### src/rtl/alu_pkg.sv
// rtl/alu_pkg.sv - shared constants and state encoding for the serial add/sub sequencer
package alu_pkg;

   localparam int   NIBBLE_W = 4;
   localparam logic OP_ADD   = 1'b0;
   localparam logic OP_SUB   = 1'b1;

   typedef enum logic [1:0] {
      ST_IDLE = 2'd0,
      ST_RUN  = 2'd1,
      ST_DONE = 2'd2
   } state_t;

endpackage

### src/rtl/nibble_addsub_slice.sv
// rtl/nibble_addsub_slice.sv - combinational 4-bit add/sub slice exposing carry-out and carry into the MSB
module nibble_addsub_slice
   import alu_pkg::*;
(
   input  logic [NIBBLE_W-1:0] A4,
   input  logic [NIBBLE_W-1:0] B4,
   input  logic                Op,
   input  logic                Cin,
   output logic [NIBBLE_W-1:0] S4,
   output logic                c3,
   output logic                c2
);

   logic [NIBBLE_W-1:0] bx;
   logic [NIBBLE_W-1:0] lo;

   // Low three bits are added with a spare bit on top so the carry into the MSB is visible for overflow.
   always_comb begin
      bx = (Op == OP_ADD) ? B4 : ~B4;
      lo = {1'b0, A4[2:0]} + {1'b0, bx[2:0]} + {3'b000, Cin};
      c2 = lo[3];
      S4 = {A4[3] ^ bx[3] ^ c2, lo[2:0]};
      c3 = (A4[3] & bx[3]) | (c2 & (A4[3] ^ bx[3]));
   end

endmodule

### src/rtl/alu_serial_sequencer.sv
// rtl/alu_serial_sequencer.sv - wide add/sub sequenced one nibble per clock through a single slice
// Optional zero flag output Z enabled by defining ALU_ZERO_FLAG_EN.
module alu_serial_sequencer
   import alu_pkg::*;
#(
   parameter int NIBBLES = 4
) (
   input  logic                         Clk,
   input  logic                         Reset_n,
   input  logic                         In_Valid,
   output logic                         In_Ready,
   input  logic [NIBBLE_W*NIBBLES-1:0]  A,
   input  logic [NIBBLE_W*NIBBLES-1:0]  B,
   input  logic                         Op,
   output logic                         Out_Valid,
   input  logic                         Out_Ready,
   output logic [NIBBLE_W*NIBBLES-1:0]  S,
   output logic                         C,
`ifdef ALU_ZERO_FLAG_EN
   output logic                         Z,
`endif
   output logic                         V
);

   localparam int               W        = NIBBLE_W * NIBBLES;
   localparam int               IDX_W    = (NIBBLES > 1) ? $clog2(NIBBLES) : 1;
   localparam logic [IDX_W-1:0] IDX_LAST = IDX_W'(NIBBLES - 1);

   state_t                state, state_nxt;
   logic [W-1:0]          a_q, b_q;
   logic                  op_q;
   logic                  carry_q;
   logic [IDX_W-1:0]      idx_q;
   logic [NIBBLE_W-1:0]   a_nib, b_nib, slice_s;
   logic                  slice_c3, slice_c2;
   logic                  accept;
   logic                  last_slice;

   assign a_nib = a_q[NIBBLE_W*idx_q +: NIBBLE_W];
   assign b_nib = b_q[NIBBLE_W*idx_q +: NIBBLE_W];

   nibble_addsub_slice u_slice (
      .A4  (a_nib),
      .B4  (b_nib),
      .Op  (op_q),
      .Cin (carry_q),
      .S4  (slice_s),
      .c3  (slice_c3),
      .c2  (slice_c2)
   );

   always_ff @(posedge Clk or negedge Reset_n) begin
      if (!Reset_n) begin
         state <= ST_IDLE;
      end else begin
         state <= state_nxt;
      end
   end

   // Handshake outputs decode straight from the state register, so they never depend on inputs.
   always_comb begin
      state_nxt  = state;
      In_Ready   = 1'b0;
      Out_Valid  = 1'b0;
      accept     = 1'b0;
      last_slice = 1'b0;
      case (state)
         ST_IDLE: begin
            In_Ready = 1'b1;
            if (In_Valid) begin
               accept    = 1'b1;
               state_nxt = ST_RUN;
            end
         end
         ST_RUN: begin
            if (idx_q == IDX_LAST) begin
               last_slice = 1'b1;
               state_nxt  = ST_DONE;
            end
         end
         ST_DONE: begin
            Out_Valid = 1'b1;
            if (Out_Ready) begin
               state_nxt = ST_IDLE;
            end
         end
         default: state_nxt = ST_IDLE;
      endcase
   end

   always_ff @(posedge Clk or negedge Reset_n) begin
      if (!Reset_n) begin
         a_q     <= '0;
         b_q     <= '0;
         op_q    <= 1'b0;
         carry_q <= 1'b0;
         idx_q   <= '0;
         S       <= '0;
         C       <= 1'b0;
         V       <= 1'b0;
      end else if (accept) begin
         a_q     <= A;
         b_q     <= B;
         op_q    <= Op;
         carry_q <= (Op == OP_SUB);
         idx_q   <= '0;
         S       <= '0;
      end else if (state == ST_RUN) begin
         S[NIBBLE_W*idx_q +: NIBBLE_W] <= slice_s;
         carry_q                       <= slice_c3;
         if (last_slice) begin
            C <= slice_c3 ^ op_q;
            V <= slice_c3 ^ slice_c2;
         end else begin
            idx_q <= idx_q + 1'b1;
         end
      end
   end

`ifdef ALU_ZERO_FLAG_EN
   logic [W-1:0] s_full;

   // The final nibble is not in S yet on the last RUN edge, so merge it before testing for zero.
   always_comb begin
      s_full                            = S;
      s_full[NIBBLE_W*idx_q +: NIBBLE_W] = slice_s;
   end

   always_ff @(posedge Clk or negedge Reset_n) begin
      if (!Reset_n) begin
         Z <= 1'b0;
      end else if (last_slice) begin
         Z <= (s_full == '0);
      end
   end
`endif

endmodule

### config.mk
export PLATFORM = sky130hd
export DESIGN_NAME = alu_serial_sequencer
export DESIGN_NICKNAME = d
export VERILOG_FILES = /design/src/rtl/alu_pkg.sv /design/src/rtl/nibble_addsub_slice.sv /design/src/rtl/alu_serial_sequencer.sv
export SDC_FILE = /design/constraint.sdc
export NUM_CORES = 1
export LEC_CHECK = 0
export BUFFER_PORTS_ARGS = -buffer_cell sky130_fd_sc_hd__clkbuf_2
export CORE_UTILIZATION = 35
export DETAILED_ROUTE_END_ITERATION = 6
export MAX_ROUTING_LAYER = met4
export SLEW_MARGIN = 25
export SYNTH_ARGS = -nofsm -noshare
export SYNTH_HDL_FRONTEND = slang
export SYNTH_SLANG_ARGS = --single-unit
### constraint.sdc
create_clock -name Clk -period 2.4 [get_ports Clk]
set_input_delay 0.48 -clock Clk [delete_from_list [all_inputs] [get_ports Clk]]
set_output_delay 0.48 -clock Clk [all_outputs]
set_load 0.03 [all_outputs]
# After elaboration in Yosys (flattened, before gate mapping)
# Index checks and enable logic that the tools add are counted.
# totals
inputBits	37
reg_bits	56
word_cells	57
# op_classes
n_mux	19
add_sub_neg	4
n_bitwise	9
n_reduce_logical	5
n_eq_ne	7
shifts	4
# op_table
operator	n
4-bit negation with 34-bit output	1
4-bit by 34-bit variable shift with 16-bit output, first input constant	1
4-bit by 34-bit indexed part select with 16-bit output	1
16-bit two-way mux	2
16-bit by 5-bit indexed part select with 4-bit output	2
16-bit bitwise mux	1
2-bit two-way mux	6
1-bit two-way mux	8
2-bit != test, second input constant	4
2-bit case mux with 3 select lines	1
3-bit AND reduction	2
3-bit by 3-bit adder with 4-bit output	1
4-bit by 1-bit adder with 4-bit output	1
2-bit == test, second input constant	2
4-bit two-way mux	1
4-bit NOT	1
1-bit bitwise XOR	4
2-bit by 1-bit adder with 2-bit output, second input constant	1
1-bit bitwise AND	2
2-bit by 1-bit == test with 1-bit output, second input constant	1
2-bit zero test	1
2-bit AND reduction	1
2-bit nonzero test	1
1-bit NOT	1
1-bit OR	1

# Depth between registers and ports, before layout
# logic_depth
ltp_word	10
depth_mapped	9

# Modules after synthesis
# A second synthesis with hierarchy kept.
# unflattened
cells_unflattened	186
area_unflattened_um2	2773.9
# modules_own_cells
module	cells_per_inst	seq_area_each_um2	area_each_um2	instances
alu_serial_sequencer	169	1401.3	2613.8	1
nibble_addsub_slice	17	0.0	160.2	1

# Least setup slack after synthesis
# Ideal clock, no wire load.
# synth_timing
path_kind	reg-to-reg
from	register idx_q[0]
to	register S[11]
path_buffers	1
period_less_slack_ps	2642
setup_slack_ps	-242
arrival_ps	2505
required_ps	2263
path_stages_with_launch	10
path_cell_list	dfrtp_1 > buf_6 > mux4_2 > xnor2_1 > fa_1 > nand3b_1 > nand2_1 > fa_1 > inv_1 > o22ai_1
# synth_via
elab_chain_cells	10
elab_cells_between_ends	14
# synth_rtl
item	line	source
start: declaration	alu_serial_sequencer.sv:33	logic [IDX_W-1:0] idx_q;
start signal: assignment	alu_serial_sequencer.sv:115	idx_q <= idx_q + 1'b1;
16-bit by 5-bit indexed part select with 4-bit output	alu_serial_sequencer.sv:40	assign b_nib = b_q[NIBBLE_W*idx_q +: NIBBLE_W];
4-bit NOT	nibble_addsub_slice.sv:19	bx = (Op == OP_ADD) ? B4 : ~B4;
4-bit two-way mux	nibble_addsub_slice.sv:19	
3-bit by 3-bit adder with 4-bit output	nibble_addsub_slice.sv:20	lo = {1'b0, A4[2:0]} + {1'b0, bx[2:0]} + {3'b000, Cin};
4-bit by 1-bit adder with 4-bit output	nibble_addsub_slice.sv:20	
1-bit bitwise XOR	nibble_addsub_slice.sv:22	S4 = {A4[3] ^ bx[3] ^ c2, lo[2:0]};
4-bit by 34-bit indexed part select with 16-bit output	alu_serial_sequencer.sv:109	S[NIBBLE_W*idx_q +: NIBBLE_W] <= slice_s;
16-bit bitwise mux *	alu_serial_sequencer.sv:109	
16-bit two-way mux *	alu_serial_sequencer.sv:108	end else if (state == ST_RUN) begin
16-bit two-way mux *	alu_serial_sequencer.sv:101	end else if (accept) begin
end signal: indexed assignment	alu_serial_sequencer.sv:109	
end: declaration	alu_serial_sequencer.sv:17	output logic [NIBBLE_W*NIBBLES-1:0] S,
# Mark *: on every way between the ends. The rest lies on a longest branch, timed or not. The select of a mux whose other input is x is not followed.
# A chain may end at the register's enable or synchronous reset.

# Worst setup path after layout
# Same ends and word-level chain as after synthesis.

==> metrics.txt <==
# TYPE chip_impl_metric gauge
chip_impl_metric{name="number_of_global_route_vias_before_repair",unit=""} 1789
chip_impl_metric{name="avgSynthCellArea",unit="µm²"} 13.9
chip_impl_metric{name="h-tree-depth",unit=""} 2
chip_impl_metric{name="critical_path_required",unit="ns"} 2.63
chip_impl_metric{name="die_area",unit="µm²"} 8010
chip_impl_info{name="crit_chain",value="buf_12 > buf_4 > mux4_1 > ha_1 > nand3b_1 > nand2_2 > fa_2 > inv_4 > o22ai_1"} 1
chip_impl_metric{name="critical_path_arrival",unit="ns"} 2.82
chip_impl_metric{name="number_of_flip_flops_and_latches_in_the_synthesized_netlist",unit=""} 56
chip_impl_metric{name="stdcell_area",unit="µm²"} 3310
chip_impl_metric{name="num_antenna_cells",unit=""} 0
chip_impl_metric{name="grt_max_degree",unit=""} 57
chip_impl_metric{name="timing.slew.headroom",unit="%"} 52.2
chip_impl_info{name="crit_family",value="adder cells"} 1
chip_impl_metric{name="syn_area",unit="µm²"} 2680
chip_impl_metric{name="max_clk_rate",unit="GHz"} 0.386
chip_impl_metric{name="buffer_ports.inserted",unit=""} 56
chip_impl_metric{name="post_synth_and_or_nand_nor_area_fraction",unit="%"} 4.90
chip_impl_metric{name="average_routed_wire_per_standard_cell",unit="µm"} 15.0
chip_impl_info{name="final_common_cell",value="clkbuf_2"} 1
chip_impl_metric{name="final_wtd_congestion",unit=""} 0.767
chip_impl_info{name="crit_path_end_kind",value="register"} 1
chip_impl_metric{name="critical_path.max_fanout",unit=""} 4
chip_impl_metric{name="fin_worst_hold_slack",unit="ns"} 0.294
chip_impl_metric{name="iteration_0_drc_markers",unit=""} 40
chip_impl_info{name="hold_class",value="primary input to asynchronous set/reset pin"} 1
chip_impl_metric{name="yosys-mux-area-fraction",unit="%"} 22.0
chip_impl_metric{name="count_of_final_hold_check_violations",unit=""} 0
chip_impl_metric{name="grt_overflow",unit=""} 0
chip_impl_info{name="cts_root_buf",value="clkbuf_8"} 1
chip_impl_metric{name="yosysSeqAreaShare",unit="%"} 52.3
chip_impl_metric{name="detailedRoute.firstPassIterationCount",unit=""} 4
chip_impl_info{name="grt_setup_unrepaired",value="yes"} 1
chip_impl_metric{name="finalWorstPathRequiredPeriod",unit="ns"} 2.59
chip_impl_metric{name="drive_above_1_share",unit="%"} 51.0
chip_impl_metric{name="post-route-worst-setup-slack",unit="ns"} -0.190
chip_impl_metric{name="clock_tree_skew_after_final_layout",unit="ns"} 0.00704
chip_impl_metric{name="syn-instance-count",unit=""} 193
chip_impl_metric{name="setup-violations-final",unit=""} 15
chip_impl_metric{name="layout-area-overhead-vs-synth",unit="%"} 23.7
chip_impl_metric{name="nets",unit=""} 308
chip_impl_metric{name="antenna_found_initial",unit=""} 0
chip_impl_info{name="cts_tree",value="done"} 1
chip_impl_metric{name="dr_total_vias",unit=""} 1764
chip_impl_metric{name="cts_buffers",unit=""} 5
chip_impl_metric{name="die_height",unit="µm"} 89.5
chip_impl_metric{name="worst-r2r-cell-count",unit=""} 9
chip_impl_metric{name="post_drt_via_cell_ratio",unit=""} 4.87
chip_impl_info{name="critPathSlowestCell",value="mux4_1"} 1
chip_impl_metric{name="postRouteWirelength",unit="µm"} 5440
chip_impl_metric{name="clk_lat_worst_skew",unit="ns"} 0.31
chip_impl_metric{name="postRouteAntennaNets",unit=""} 0
chip_impl_metric{name="cp_num_cells",unit=""} 9
chip_impl_metric{name="syn_nets",unit=""} 239
chip_impl_info{name="run_status",value="finished, violations left"} 1
chip_impl_info{name="most-common-layout-cells",value="clkbuf_2, dfrtp_1, mux2_2, inv_1, buf_4"} 1
chip_impl_metric{name="grt_pass1_wl",unit="µm"} 9040
chip_impl_metric{name="cp_num_buf_inv",unit=""} 3
chip_impl_metric{name="die-width",unit="µm"} 89.5
chip_impl_metric{name="starting_utilization_of_the_core_area",unit="%"} 36.5
chip_impl_metric{name="max_slew.worst_pin.slew",unit="ns"} 0.717
chip_impl_metric{name="synth_compound_area_share",unit="%"} 8.59
chip_impl_metric{name="drcViolationCount",unit=""} 0
chip_impl_metric{name="boundaryPins",unit=""} 57
chip_impl_metric{name="post_synth_adder_cell_area",unit="%"} 5.04
chip_impl_metric{name="synthDistinctLibCells",unit=""} 34
chip_impl_metric{name="place_worst_setup_slack",unit="ns"} -0.272
chip_impl_metric{name="timing_max_transition_violations_final",unit=""} 0
chip_impl_metric{name="floorplan.core_area",unit="µm²"} 7330
chip_impl_metric{name="cp_slowest_stage_delay",unit="ns"} 0.60
chip_impl_metric{name="period_share",unit="%"} 108
chip_impl_metric{name="cts_sinks",unit=""} 56
chip_impl_metric{name="placed_area",unit="µm²"} 3110
chip_impl_metric{name="fp-row-count",unit=""} 31
chip_impl_metric{name="clkTransAtPathRegs",unit="ns"} 0.10
chip_impl_info{name="timing.critical_path.from_type",value="register"} 1
chip_impl_metric{name="dp_hpwl",unit="µm"} 3940
chip_impl_metric{name="max_cap_violations",unit=""} 0
chip_impl_info{name="critical_path_class",value="register to register"} 1
chip_impl_metric{name="synthesis.yosys.warnings",unit=""} 0
chip_impl_info{name="main_combinational_cell_family_by_area_after_synthesis",value="multiplexers"} 1
chip_impl_metric{name="maximum_buffer_depth_of_the_clock_tree",unit=""} 2
chip_impl_metric{name="global_route.usage.total",unit="%"} 15.6
chip_impl_info{name="failed_checks",value="setup timing"} 1
chip_impl_metric{name="synth_xor_xnor_area_share",unit="%"} 1.96
-- final cells by class --
type                       instances  area, µm²
inverter                          17       66.3
fill                             685       4020
clock inverter                     3       42.5
clock buffer                       5       68.8
timing repair buffer              72        417
sequential                        56       1400
multi-input combinational        110       1190
tap                               99        124
-- flip-flops by register name, summed over array words and instances, names as in the netlist --
register  cells
C             1
S            16
V             1
a_q          16
b_q          16
carry_q       1
idx_q         2
op_q          1
state         2
-- routing by layer --
metal	wire length, µm	track usage [%]
met1	2590	20.6
met5	0	-
met4	32	3.17
met3	207	3.14
met2	2610	24.9
-- cells by family (layout without fill, tap and decap cells) --
group | after synthesis | after routing
compound gates | 32 | 32
buf+inv | 27 | 97
mux | 42 | 42
xor+xnor | 6 | 6
fa+ha+maj | 9 | 9
flops | 56 | 56
simple gates | 21 | 21
-- worst paths after layout --
kind	startpoint	endpoint	slack, ns
worst max-delay path	idx_q[0]	S[11]	-0.19
worst min-delay path	Reset_n	S[1]	0.29
worst max register to register	idx_q[0]	S[11]	-0.19
worst min register to register	S[6]	S[6]	0.50
max in group asynchronous	Reset_n	idx_q[0]	1.58
min in group Clk	Out_Ready	state[1]	0.35
-- repair_timing --
item / in CTS / in global routing
pin swaps: 9 / 5
endpoints found under the setup margin: 15 / 15
gates resized for setup: 10 / 6
buffers inserted: 2 / 1
hold buffers: 0 / 0
-- metrics by stage --
step | util [%] | instances | TNS [ns]
6_report | 45.2 | 362 | -1.99
5_1_grt | 45.2 | 362 | -3.20
4_1_cts | 44.6 | 361 | -1.82
3_5_place_dp | 42.4 | 351 | -2.25
3_3_place_gp | 42.4 | 351 | -1.54
2_1_floorplan | - | 193 | -0.825
-- cells in the mapped netlist, drive strengths merged --
| cell type | instances | area, µm² |
|---|---|---|
| dfrtp | 56 | 1400 |
| xor2 | 4 | 35.0 |
| a211o | 1 | 8.76 |
| nor3b | 1 | 7.51 |
| fa | 3 | 60.1 |
| nand2 | 7 | 26.3 |
| nand3b | 2 | 15.0 |
| o22ai | 9 | 56.3 |
| a22oi | 1 | 7.51 |
| inv | 17 | 63.8 |
| mux2 | 34 | 383 |
| nand2b | 1 | 13.8 |
| o31ai | 1 | 7.51 |
| nand4b | 1 | 8.76 |
| nor2 | 5 | 35.0 |
| nand4 | 4 | 25.0 |
| o2bb2ai | 8 | 70.1 |
| ha | 6 | 75.1 |
| xnor2 | 2 | 17.5 |
| a21o | 2 | 15.0 |
| o21ai | 2 | 10.0 |
| a21oi | 4 | 20.0 |
| buf | 8 | 67.6 |
| clkbuf | 2 | 7.51 |
| a22o | 3 | 27.5 |
| mux4 | 8 | 206 |
| o211ai | 1 | 7.51 |
Power is not shown: default switching activity piles up to over one toggle a cycle in this logic, so the estimate is an artifact.
